===== config.mk =====
export PLATFORM = sky130hd
export DESIGN_NAME = alien_fleet
export DESIGN_NICKNAME = d
export VERILOG_FILES = /design/src/rtl/invaders_pkg.sv /design/src/rtl/fleet_extent.sv /design/src/rtl/alien_fleet.sv
export SDC_FILE = /design/constraint.sdc
export NUM_CORES = 1
export LEC_CHECK = 0
export ABC_AREA = 1
export CAP_MARGIN = 20
export CORE_UTILIZATION = 30
export CTS_CLUSTER_SIZE = 25
export DETAILED_ROUTE_END_ITERATION = 6
export DONT_BUFFER_PORTS = 1
export PLACE_DENSITY = 0.5
export SLEW_MARGIN = 20
export SYNTH_ARGS = -nofsm -noshare
export SYNTH_HDL_FRONTEND = slang
export SYNTH_SLANG_ARGS = --single-unit

===== constraint.sdc =====
create_clock -name clk_36MHz -period 2.4 [get_ports clk_36MHz]
set_input_delay 0.12 -clock clk_36MHz [delete_from_list [all_inputs] [get_ports clk_36MHz]]
set_output_delay 0.12 -clock clk_36MHz [all_outputs]
set_load 0.01 [all_outputs]

===== src/rtl/invaders_pkg.sv =====
// invaders_pkg
// Shared playfield geometry and the fleet state encoding used by the
// invader-formation logic. No ports; imported by alien_fleet and fleet_extent.
package invaders_pkg;

    localparam int GRID_W     = 32;
    localparam int GRID_H     = 16;
    localparam int FLEET_COLS = 8;
    localparam int FLEET_ROWS = 4;
    localparam int COL_PITCH  = 2;
    localparam int SHIP_ROW   = 15;

    typedef enum logic [1:0] {
        IDLE    = 2'd0,
        MARCH   = 2'd1,
        CLEARED = 2'd2,
        LANDED  = 2'd3
    } fleet_state_t;

endpackage


===== src/rtl/fleet_extent.sv =====
// fleet_extent
// Combinational extent finder for the 4x8 alive bitmap (bit = row*8 + col).
// Ports:
//   alive   in  32  alive bitmap
//   min_col out  3  lowest column holding a live alien (0 when empty)
//   max_col out  3  highest column holding a live alien (0 when empty)
//   max_row out  2  lowest-on-screen row holding a live alien (0 when empty)
//   empty   out  1  no live aliens
module fleet_extent
    import invaders_pkg::*;
(
    input  logic [31:0] alive,
    output logic [2:0]  min_col,
    output logic [2:0]  max_col,
    output logic [1:0]  max_row,
    output logic        empty
);

    logic [FLEET_COLS-1:0] col_occ;
    logic [FLEET_ROWS-1:0] row_occ;

    genvar gi;
    generate
        for (gi = 0; gi < FLEET_COLS; gi++) begin : g_col
            assign col_occ[gi] = alive[gi] | alive[FLEET_COLS + gi] |
                                 alive[2*FLEET_COLS + gi] | alive[3*FLEET_COLS + gi];
        end
        for (gi = 0; gi < FLEET_ROWS; gi++) begin : g_row
            assign row_occ[gi] = |alive[gi*FLEET_COLS +: FLEET_COLS];
        end
    endgenerate

    always_comb begin
        min_col = 3'd0;
        max_col = 3'd0;
        max_row = 2'd0;
        // Scan downward so the last assignment is the lowest occupied column.
        for (int i = FLEET_COLS - 1; i >= 0; i--) begin
            if (col_occ[i]) min_col = 3'(i);
        end
        for (int i = 0; i < FLEET_COLS; i++) begin
            if (col_occ[i]) max_col = 3'(i);
        end
        for (int i = 0; i < FLEET_ROWS; i++) begin
            if (row_occ[i]) max_row = 2'(i);
        end
        empty = ~|alive;
    end

endmodule


===== src/rtl/alien_fleet.sv =====
// alien_fleet
// Owns the invader formation: alive bitmap, position and march direction on
// the 32x16 playfield. Marches on game ticks and turns the player's bullet
// into a one-cycle hit strobe.
// Ports:
//   clk_36MHz     in   1  system clock
//   reset         in   1  synchronous, active-low
//   enable        in   1  game-tick strobe
//   start         in   1  launches a wave from IDLE
//   clear         in   1  restore aliens, home position, back to IDLE
//   bullet_x/y    in 5/4 bullet cell
//   bullet_flying in   1  bullet valid
//   hit           out  1  one-cycle strobe: a live alien was struck
//   alive         out 32  alive bitmap, bit = row*8 + col
//   fleet_x/y     out 5/4 cell of alien (0,0)
//   fleet_dir     out  1  0 = right, 1 = left
//   wave_cleared  out  1  high while in CLEARED
//   landed        out  1  high while in LANDED
module alien_fleet
    import invaders_pkg::*;
#(
    parameter int STEP_TICKS = 8,
    parameter int START_Y    = 1
) (
    input  logic        clk_36MHz,
    input  logic        reset,
    input  logic        enable,
    input  logic        start,
    input  logic        clear,
    input  logic [4:0]  bullet_x,
    input  logic [3:0]  bullet_y,
    input  logic        bullet_flying,
    output logic        hit,
    output logic [31:0] alive,
    output logic [4:0]  fleet_x,
    output logic [3:0]  fleet_y,
    output logic        fleet_dir,
    output logic        wave_cleared,
    output logic        landed
);

    localparam int TW = (STEP_TICKS > 1) ? $clog2(STEP_TICKS) : 1;
    localparam logic [TW-1:0] TICK_LAST = TW'(STEP_TICKS - 1);

    fleet_state_t state_reg, state_next;
    logic [31:0]  alive_reg, alive_next;
    logic [4:0]   fleet_x_reg, fleet_x_next;
    logic [3:0]   fleet_y_reg, fleet_y_next;
    logic         dir_reg, dir_next;
    logic [TW-1:0] tick_reg, tick_next;
    logic         hit_reg, hit_next;
    logic         cleared_reg, landed_reg;

    logic [2:0] min_col, max_col;
    logic [1:0] max_row;
    logic       empty;

    fleet_extent u_extent (
        .alive   (alive_reg),
        .min_col (min_col),
        .max_col (max_col),
        .max_row (max_row),
        .empty   (empty)
    );

    // Bullet offset from the formation origin; the extra MSB is the borrow.
    logic [5:0] dx;
    logic [4:0] dy;
    logic [4:0] hit_idx;
    logic       hit_cand;

    assign dx      = {1'b0, bullet_x} - {1'b0, fleet_x_reg};
    assign dy      = {1'b0, bullet_y} - {1'b0, fleet_y_reg};
    assign hit_idx = {dy[1:0], dx[3:1]};
    assign hit_cand = (state_reg == MARCH) && bullet_flying &&
                      !dx[5] && !dx[0] && (dx[4:0] <= 5'd14) &&
                      !dy[4] && (dy[3:0] <= 4'd3) &&
                      alive_reg[hit_idx];

    logic [5:0] right_edge, left_edge;
    logic [4:0] bottom_row;
    logic       at_ship;
    logic       step;

    assign right_edge = {1'b0, fleet_x_reg} + {2'b00, max_col, 1'b0};
    assign left_edge  = {1'b0, fleet_x_reg} + {2'b00, min_col, 1'b0};
    assign bottom_row = {1'b0, fleet_y_reg} + {3'b000, max_row};
    assign at_ship    = bottom_row >= 5'(SHIP_ROW);
    assign step       = (state_reg == MARCH) && enable && (tick_reg == TICK_LAST);

    always_ff @(posedge clk_36MHz) begin
        if (!reset || clear) begin
            state_reg <= IDLE;
        end else begin
            state_reg <= state_next;
        end
    end

    always_comb begin
        state_next   = state_reg;
        alive_next   = alive_reg;
        fleet_x_next = fleet_x_reg;
        fleet_y_next = fleet_y_reg;
        dir_next     = dir_reg;
        tick_next    = tick_reg;
        hit_next     = 1'b0;

        case (state_reg)
            IDLE:  if (start) state_next = MARCH;
            MARCH: begin
                if (empty)        state_next = CLEARED;
                else if (at_ship) state_next = LANDED;
            end
            default: state_next = state_reg;
        endcase

        if (state_reg == MARCH) begin
            if (hit_cand) begin
                hit_next            = 1'b1;
                alive_next[hit_idx] = 1'b0;
            end
            if (enable) begin
                tick_next = (tick_reg == TICK_LAST) ? '0 : tick_reg + 1'b1;
            end
            // Extents come from alive_reg, so a same-cycle hit does not
            // change this step's edge decision.
            if (step) begin
                if ((!dir_reg && right_edge == 6'd31) ||
                    ( dir_reg && left_edge  == 6'd0)) begin
                    // Hold at the bottom row rather than wrap; the fleet is
                    // leaving MARCH by then anyway.
                    fleet_y_next = (fleet_y_reg == 4'(GRID_H - 1)) ? fleet_y_reg
                                                                    : fleet_y_reg + 1'b1;
                    dir_next     = ~dir_reg;
                end else if (!dir_reg) begin
                    fleet_x_next = fleet_x_reg + 1'b1;
                end else begin
                    fleet_x_next = fleet_x_reg - 1'b1;
                end
            end
        end
    end

    always_ff @(posedge clk_36MHz) begin
        if (!reset || clear) begin
            alive_reg   <= 32'hFFFF_FFFF;
            fleet_x_reg <= 5'd0;
            fleet_y_reg <= 4'(START_Y);
            dir_reg     <= 1'b0;
            tick_reg    <= '0;
            hit_reg     <= 1'b0;
            cleared_reg <= 1'b0;
            landed_reg  <= 1'b0;
        end else begin
            alive_reg   <= alive_next;
            fleet_x_reg <= fleet_x_next;
            fleet_y_reg <= fleet_y_next;
            dir_reg     <= dir_next;
            tick_reg    <= tick_next;
            hit_reg     <= hit_next;
            cleared_reg <= (state_next == CLEARED);
            landed_reg  <= (state_next == LANDED);
        end
    end

    assign hit          = hit_reg;
    assign alive        = alive_reg;
    assign fleet_x      = fleet_x_reg;
    assign fleet_y      = fleet_y_reg;
    assign fleet_dir    = dir_reg;
    assign wave_cleared = cleared_reg;
    assign landed       = landed_reg;

endmodule

# Word level (Yosys, flattened, before mapping)
# Cells that the tools add are included.
# op_classes
n_mux	29
order_cmp	5
n_addsub	9
eq_ne	6
n_bitwise	30
reduce_logical	31
# ops
operator	count
3-bit two-way mux	13
32-bit bitwise AND	1
32-bit inverter	1
32-bit OR reduction	1
1-bit bitwise OR	24
8-bit OR reduction	3
2-bit two-way mux	7
5-bit by 4-bit adder with 6-bit output	2
1-bit logical AND	12
6-bit by 5-bit == test with 1-bit output, second input constant	1
6-bit logical NOT	1
5-bit by 6-bit less-than comparator with 1-bit output, second input constant	1
3-bit AND reduction	2
5-bit by 5-bit subtractor with 6-bit output	1
4-bit by 2-bit adder with 5-bit output	1
5-bit by 1-bit adder with 5-bit output, second input constant	1
1-bit binary-select mux with 5-bit select	1
1-bit demux with 5-bit select	1
5-bit by 1-bit >= comparator with 1-bit output, second input constant	1
5-bit by 4-bit >= comparator with 1-bit output, second input constant	1
5-bit by 4-bit <= comparator with 1-bit output, second input constant	1
1-bit logical NOT	5
1-bit two-way mux	5
5-bit two-way mux	1
other kinds (16)	22
# word_totals
input_bits	15
elab_cells	119
ff_bits	50

# Longest topological paths before layout
# logic_depth
word_depth	17
ltp_mapped	20
mapped_depth_nobuf	20

# Cells and area by module
# From an unflattened synthesis, not the netlist that was laid out.
# unflattened
cells_unflattened	574
area_unflattened_um2	3594.7
# by_module_without_submodules
module	instances	cells_per_inst	area_each_um2
alien_fleet	1	495	3189.3
fleet_extent	1	79	405.4

# Worst setup path before layout
# No wires, ideal clock.
# synth_timing
path_type	register to register
start	register alive_reg[11] (netlist: alive[11])
end	register fleet_x_reg[2] (netlist: fleet_x[2])
t_arrival_ns	2.512
required_time_ns	2.330
period_less_slack_ns	2.583
slack_ns	-0.183
stages_incl_launch_ff	15
cell_sequence	dfxtp_1 -> nor4_1 -> o21ai_0 -> a21oi_1 -> o21ai_0 -> ha_1 -> fa_1 -> nand3_1 -> nor2_1 -> nand3_1 -> nand2_1 -> inv_1 -> nand2_1 -> nand2_1 -> a21oi_1
# synth_between
elab_chain_len	14
elab_cells_between_ends	21
cone_classes	2 x add/sub; 1 x eq/ne; 9 x mux; 4 x bitwise; 5 x reduce/logical
# synth_lines
item	line	source
from (decl)	alien_fleet.sv:46	logic [31:0] alive_reg, alive_next;
from (signal assigned)	alien_fleet.sv:155	alive_reg <= alive_next;
1-bit bitwise OR * (2 in series)	fleet_extent.sv:25	assign col_occ[gi] = alive[gi] | alive[FLEET_COLS + gi] |
1-bit bitwise OR *	fleet_extent.sv:26	alive[2*FLEET_COLS + gi] | alive[3*FLEET_COLS + gi];
2-bit two-way mux	fleet_extent.sv:42	if (col_occ[i]) max_col = 3'(i);
3-bit two-way mux (4 in series)	fleet_extent.sv:42	
5-bit by 4-bit adder with 6-bit output	alien_fleet.sv:85	assign right_edge = {1'b0, fleet_x_reg} + {2'b00, max_col, 1'b0};
6-bit by 5-bit == test with 1-bit output	alien_fleet.sv:128	if ((!dir_reg && right_edge == 6'd31) ||
1-bit logical AND	alien_fleet.sv:128	
1-bit logical OR *	alien_fleet.sv:128	
1-bit inverter (no source line) *	n/a	
3-bit AND reduction (no source line) *	n/a	
to (signal assigned)	alien_fleet.sv:156	fleet_x_reg <= fleet_x_next;
to (decl)	alien_fleet.sv:47	logic [4:0] fleet_x_reg, fleet_x_next;
# Every way passes the cells marked *; elsewhere a longest branch is shown, timed or not.
# A chain may end at the register's enable or synchronous reset.

# Final worst setup path
# layout_timing
start	register alive_reg[30] (netlist: alive[30])
end	register fleet_y_reg[0] (netlist: fleet_y[0])
# layout_between
elab_chain_len	13
elab_cells_between_ends	18
cone_classes	2 x add/sub; 1 x eq/ne; 9 x mux; 1 x bitwise; 5 x reduce/logical
# layout_lines
item	line	source
1-bit bitwise OR *	fleet_extent.sv:26	
3-bit two-way mux (7 in series)	fleet_extent.sv:39	if (col_occ[i]) min_col = 3'(i);
5-bit by 4-bit adder with 6-bit output	alien_fleet.sv:86	assign left_edge = {1'b0, fleet_x_reg} + {2'b00, min_col, 1'b0};
6-bit logical NOT	alien_fleet.sv:129	( dir_reg && left_edge == 6'd0)) begin
1-bit logical AND	alien_fleet.sv:129	
1-bit logical OR *	alien_fleet.sv:128	
4-bit AND reduction (no source line) *	n/a	
to (signal assigned)	alien_fleet.sv:148	fleet_y_reg <= 4'(START_Y);
to (signal assigned)	alien_fleet.sv:157	fleet_y_reg <= fleet_y_next;
to (decl)	alien_fleet.sv:48	logic [3:0] fleet_y_reg, fleet_y_next;
# Marks and branches as above.

==> metrics.md <==
| Metric | Value |
|---|---|
| Outcome | `finished, violations left` |
| Failing checks | `negative setup slack` |
| Chip width | `110 um` |
| Via count | `3853` |
| Post-DP HPWL | `8750 um` |
| LEAKAGE | `0.00221 uW` |
| Layout cell share with drive strength beyond 1 | `31.6%` |
| Worst VDD drop | `0.000263 V` |
| Met1 Usage GRT | `24.0%` |
| Hold Violations, Final | `0` |
| Number of global-route vias before repair | `3803` |
| CTS Sinks | `50` |
| Total GRT Usage | `20.8%` |
| Post-route setup slack | `-268 ps` |
| Slew @ Worst Pin | `511 ps` |
| M3 GR Usage | `3.85%` |
| Post-synthesis instance area | `3500 um2` |
| Area grow syn2layout | `43.3%` |
| Largest net degree at the start of global routing | `42` |
| HP Class | `input pin to flop` |
| Seq/Total Area, Yosys | `28.6%` |
| PD cells | `363 nW/um2` |
| DR vias/cell | `4.83` |
| Syn Area/Cell | `6.13 um2` |
| Core ar. | `11400 um2` |
| Skew-Pair Late Insertion Delay | `300 ps` |
| Most frequent cells in the layout | `nand2_1, nor2_1, buf_4, inv_1, dfxtp_1` |
| Antenna violations before repair | `0` |
| CTS Buf Count | `5` |
| Final wirelength | `12000 um` |
| Worst Setup Path Type | `flop to flop` |
| Crit-path max FO | `6` |
| RD Place Congestion | `0.880` |
| Peak Freq | `375 MHz` |
| Critical Path End Type | `flop` |
| Synth top area share | `28.6%` |
| Global-route wire length before repair | `18900 um` |
| Slew Limit Fails | `0` |
| Setup Skew | `6.24 ps` |
| Clk buf depth | `2` |
| DR WL/cell | `15.0 um` |
| Dominant cell type by area after synthesis | `dfxtp_1` |
| DIE HEIGHT | `110 um` |
| DRC | `0` |
| Worst-path clk slew | `70 ps` |
| Seq cells post-synth | `50` |
| Setup TNS | `-6940 ps` |
| CTS Hold Bufs | `0` |
| Initial Utilization | `30.7%` |
| Most common cell after layout, fill and taps aside | `nand2_1` |
| Maxcap violations | `0` |
| Max-slew headroom | `65.6%` |
| Final Critical Period | `2670 ps` |
| Post-synthesis cell count | `570` |
| Total gr overflow | `0` |
| Post-layout util | `44.1%` |
| Layer with the highest usage | `met2` |
| CP arrival | `2860 ps` |
| Worst setup SP type | `flop` |
| Top post-synthesis cells by area | `dfxtp_1, nor2_1, nand2_1, ha_1, inv_1` |
| Antenna Violating Nets Remaining | `0` |
| Met2 Use GR | `37.4%` |
| Final worst-path cycle share | `111%` |
| Syn Nets | `614` |
| Worst Path Required | `2590 ps` |
| Library cells used by synthesis | `30` |
| Htree depth | `2` |
| Setup violators final | `43` |
| CTS Root Buffer Type | `clkbuf_16` |
| DR pass1 iterations | `4` |
| IO Pins | `60` |
| ANT cells | `0` |
| Net count, final | `698` |
| Syn. warnings | `0` |
| Max reg flops | `32` |
| Row cnt | `39` |
| CTS tree | `built` |
| Die area | `12100 um2` |
| IO buf count | `0` |
| Iter 0 DRT Violations | `190` |
| RSZ-0062 raised after global routing | `yes` |
synth_stat cells:
cell type and n:
a21boi_0 1, a21oi_1 18, a21oi_2 1, a31oi_1 1
buf_2 6, buf_4 2, clkbuf_1 6, dfxtp_1 50
fa_1 6, ha_1 23, inv_1 68, inv_2 1
nand2_1 137, nand2_2 3, nand3_1 35, nand3_2 1
nand4_1 9, nor2_1 150, nor2_4 1, nor3_1 11
nor3b_1 1, nor4_1 4, o2111ai_1 1, o211ai_1 1
o21ai_0 21, o21ai_1 2, o21bai_1 2, or2_2 2
xnor2_1 1, xor2_1 5
report_power, final:
part	switching [uW]	internal [uW]
Clock	320	473
Combinational	129	64.6
Sequential	1.23	829
kinds of logic (layout without fill, tap and decap cells):
group | after synthesis | count (layout) | synth area share (%)
XOR/XNOR | 6 | 6 | 1.50
AND/OR/NAND/NOR | 354 | 354 | 41.4
buffers and inverters | 83 | 168 | 9.34
AO/OA/AOI/OAI | 48 | 48 | 7.41
flip-flops | 50 | 50 | 28.6
adder cells (fa/ha/maj) | 29 | 29 | 11.7
worst paths after layout:
path                            slack (ps)                 endpoint  cells after the start                   start
worst max register to register        -270  fleet_y[0]$_SDFFE_PP1P_                     17  alive[30]$_SDFFE_PP1P_
worst min-delay path                   120  state_reg[0]$_SDFF_PP0_                      4                   start
worst min register to register         530   alive[16]$_SDFFE_PP1P_                      2  alive[16]$_SDFFE_PP1P_
worst max-delay path                  -270  fleet_y[0]$_SDFFE_PP1P_                     17  alive[30]$_SDFFE_PP1P_
repair_timing:
item,4_1_cts,5_1_grt
pin swaps,19,18
cloned,3,1
setup endpoints to repair,46,46
buffers inserted,6,3
resized for setup,67,86
cell type report:
cell class / count / area, um2
well taps: 143 / 179
flip-flops and latches: 50 / 1020
inverters: 69 / 274
multi-input cells: 437 / 2570
clock buffers: 8 / 166
fillers: 1183 / 6360
repair buffers: 91 / 806
routing by layer:
metal / wire, um / share of wire (%)
met5: 0 / 0
met4: 388 / 3.2
met3: 682 / 5.7
met2: 5940 / 50
met1: 4980 / 41
per-stage QoR:
step | setup WS [ps] | hold WS, ps | cells | area (um2) | power (uW)
6_report | -268 | 124 | 798 | 5010 | 1820
5_1_grt | -489 | 147 | 798 | 5010 | 1900
3_5_place_dp | -264 | 426 | 780 | 4280 | 1010
3_3_place_gp | -223 | 408 | 780 | 4280 | 1010
2_1_floorplan | -9.18 | 376 | 570 | 3540 | 955
4_1_cts | -179 | 118 | 797 | 4740 | 1830
worst max-delay path, stage by stage, from the launching register on:
cell and delay (ps):
dfxtp_2 320, inv_2 60, nand4_1 130, nor2_1 190
o21ai_2 80, nand2_1 60, nand2_1 50, a21boi_2 130
ha_2 190, inv_2 40, fa_1 460, nand2_1 60
nor3_2 170, o2111ai_2 140, nand2_4 170, nand3_2 100
a21oi_1 130, o21ai_1 70
Power figures use the tool's default switching activity.
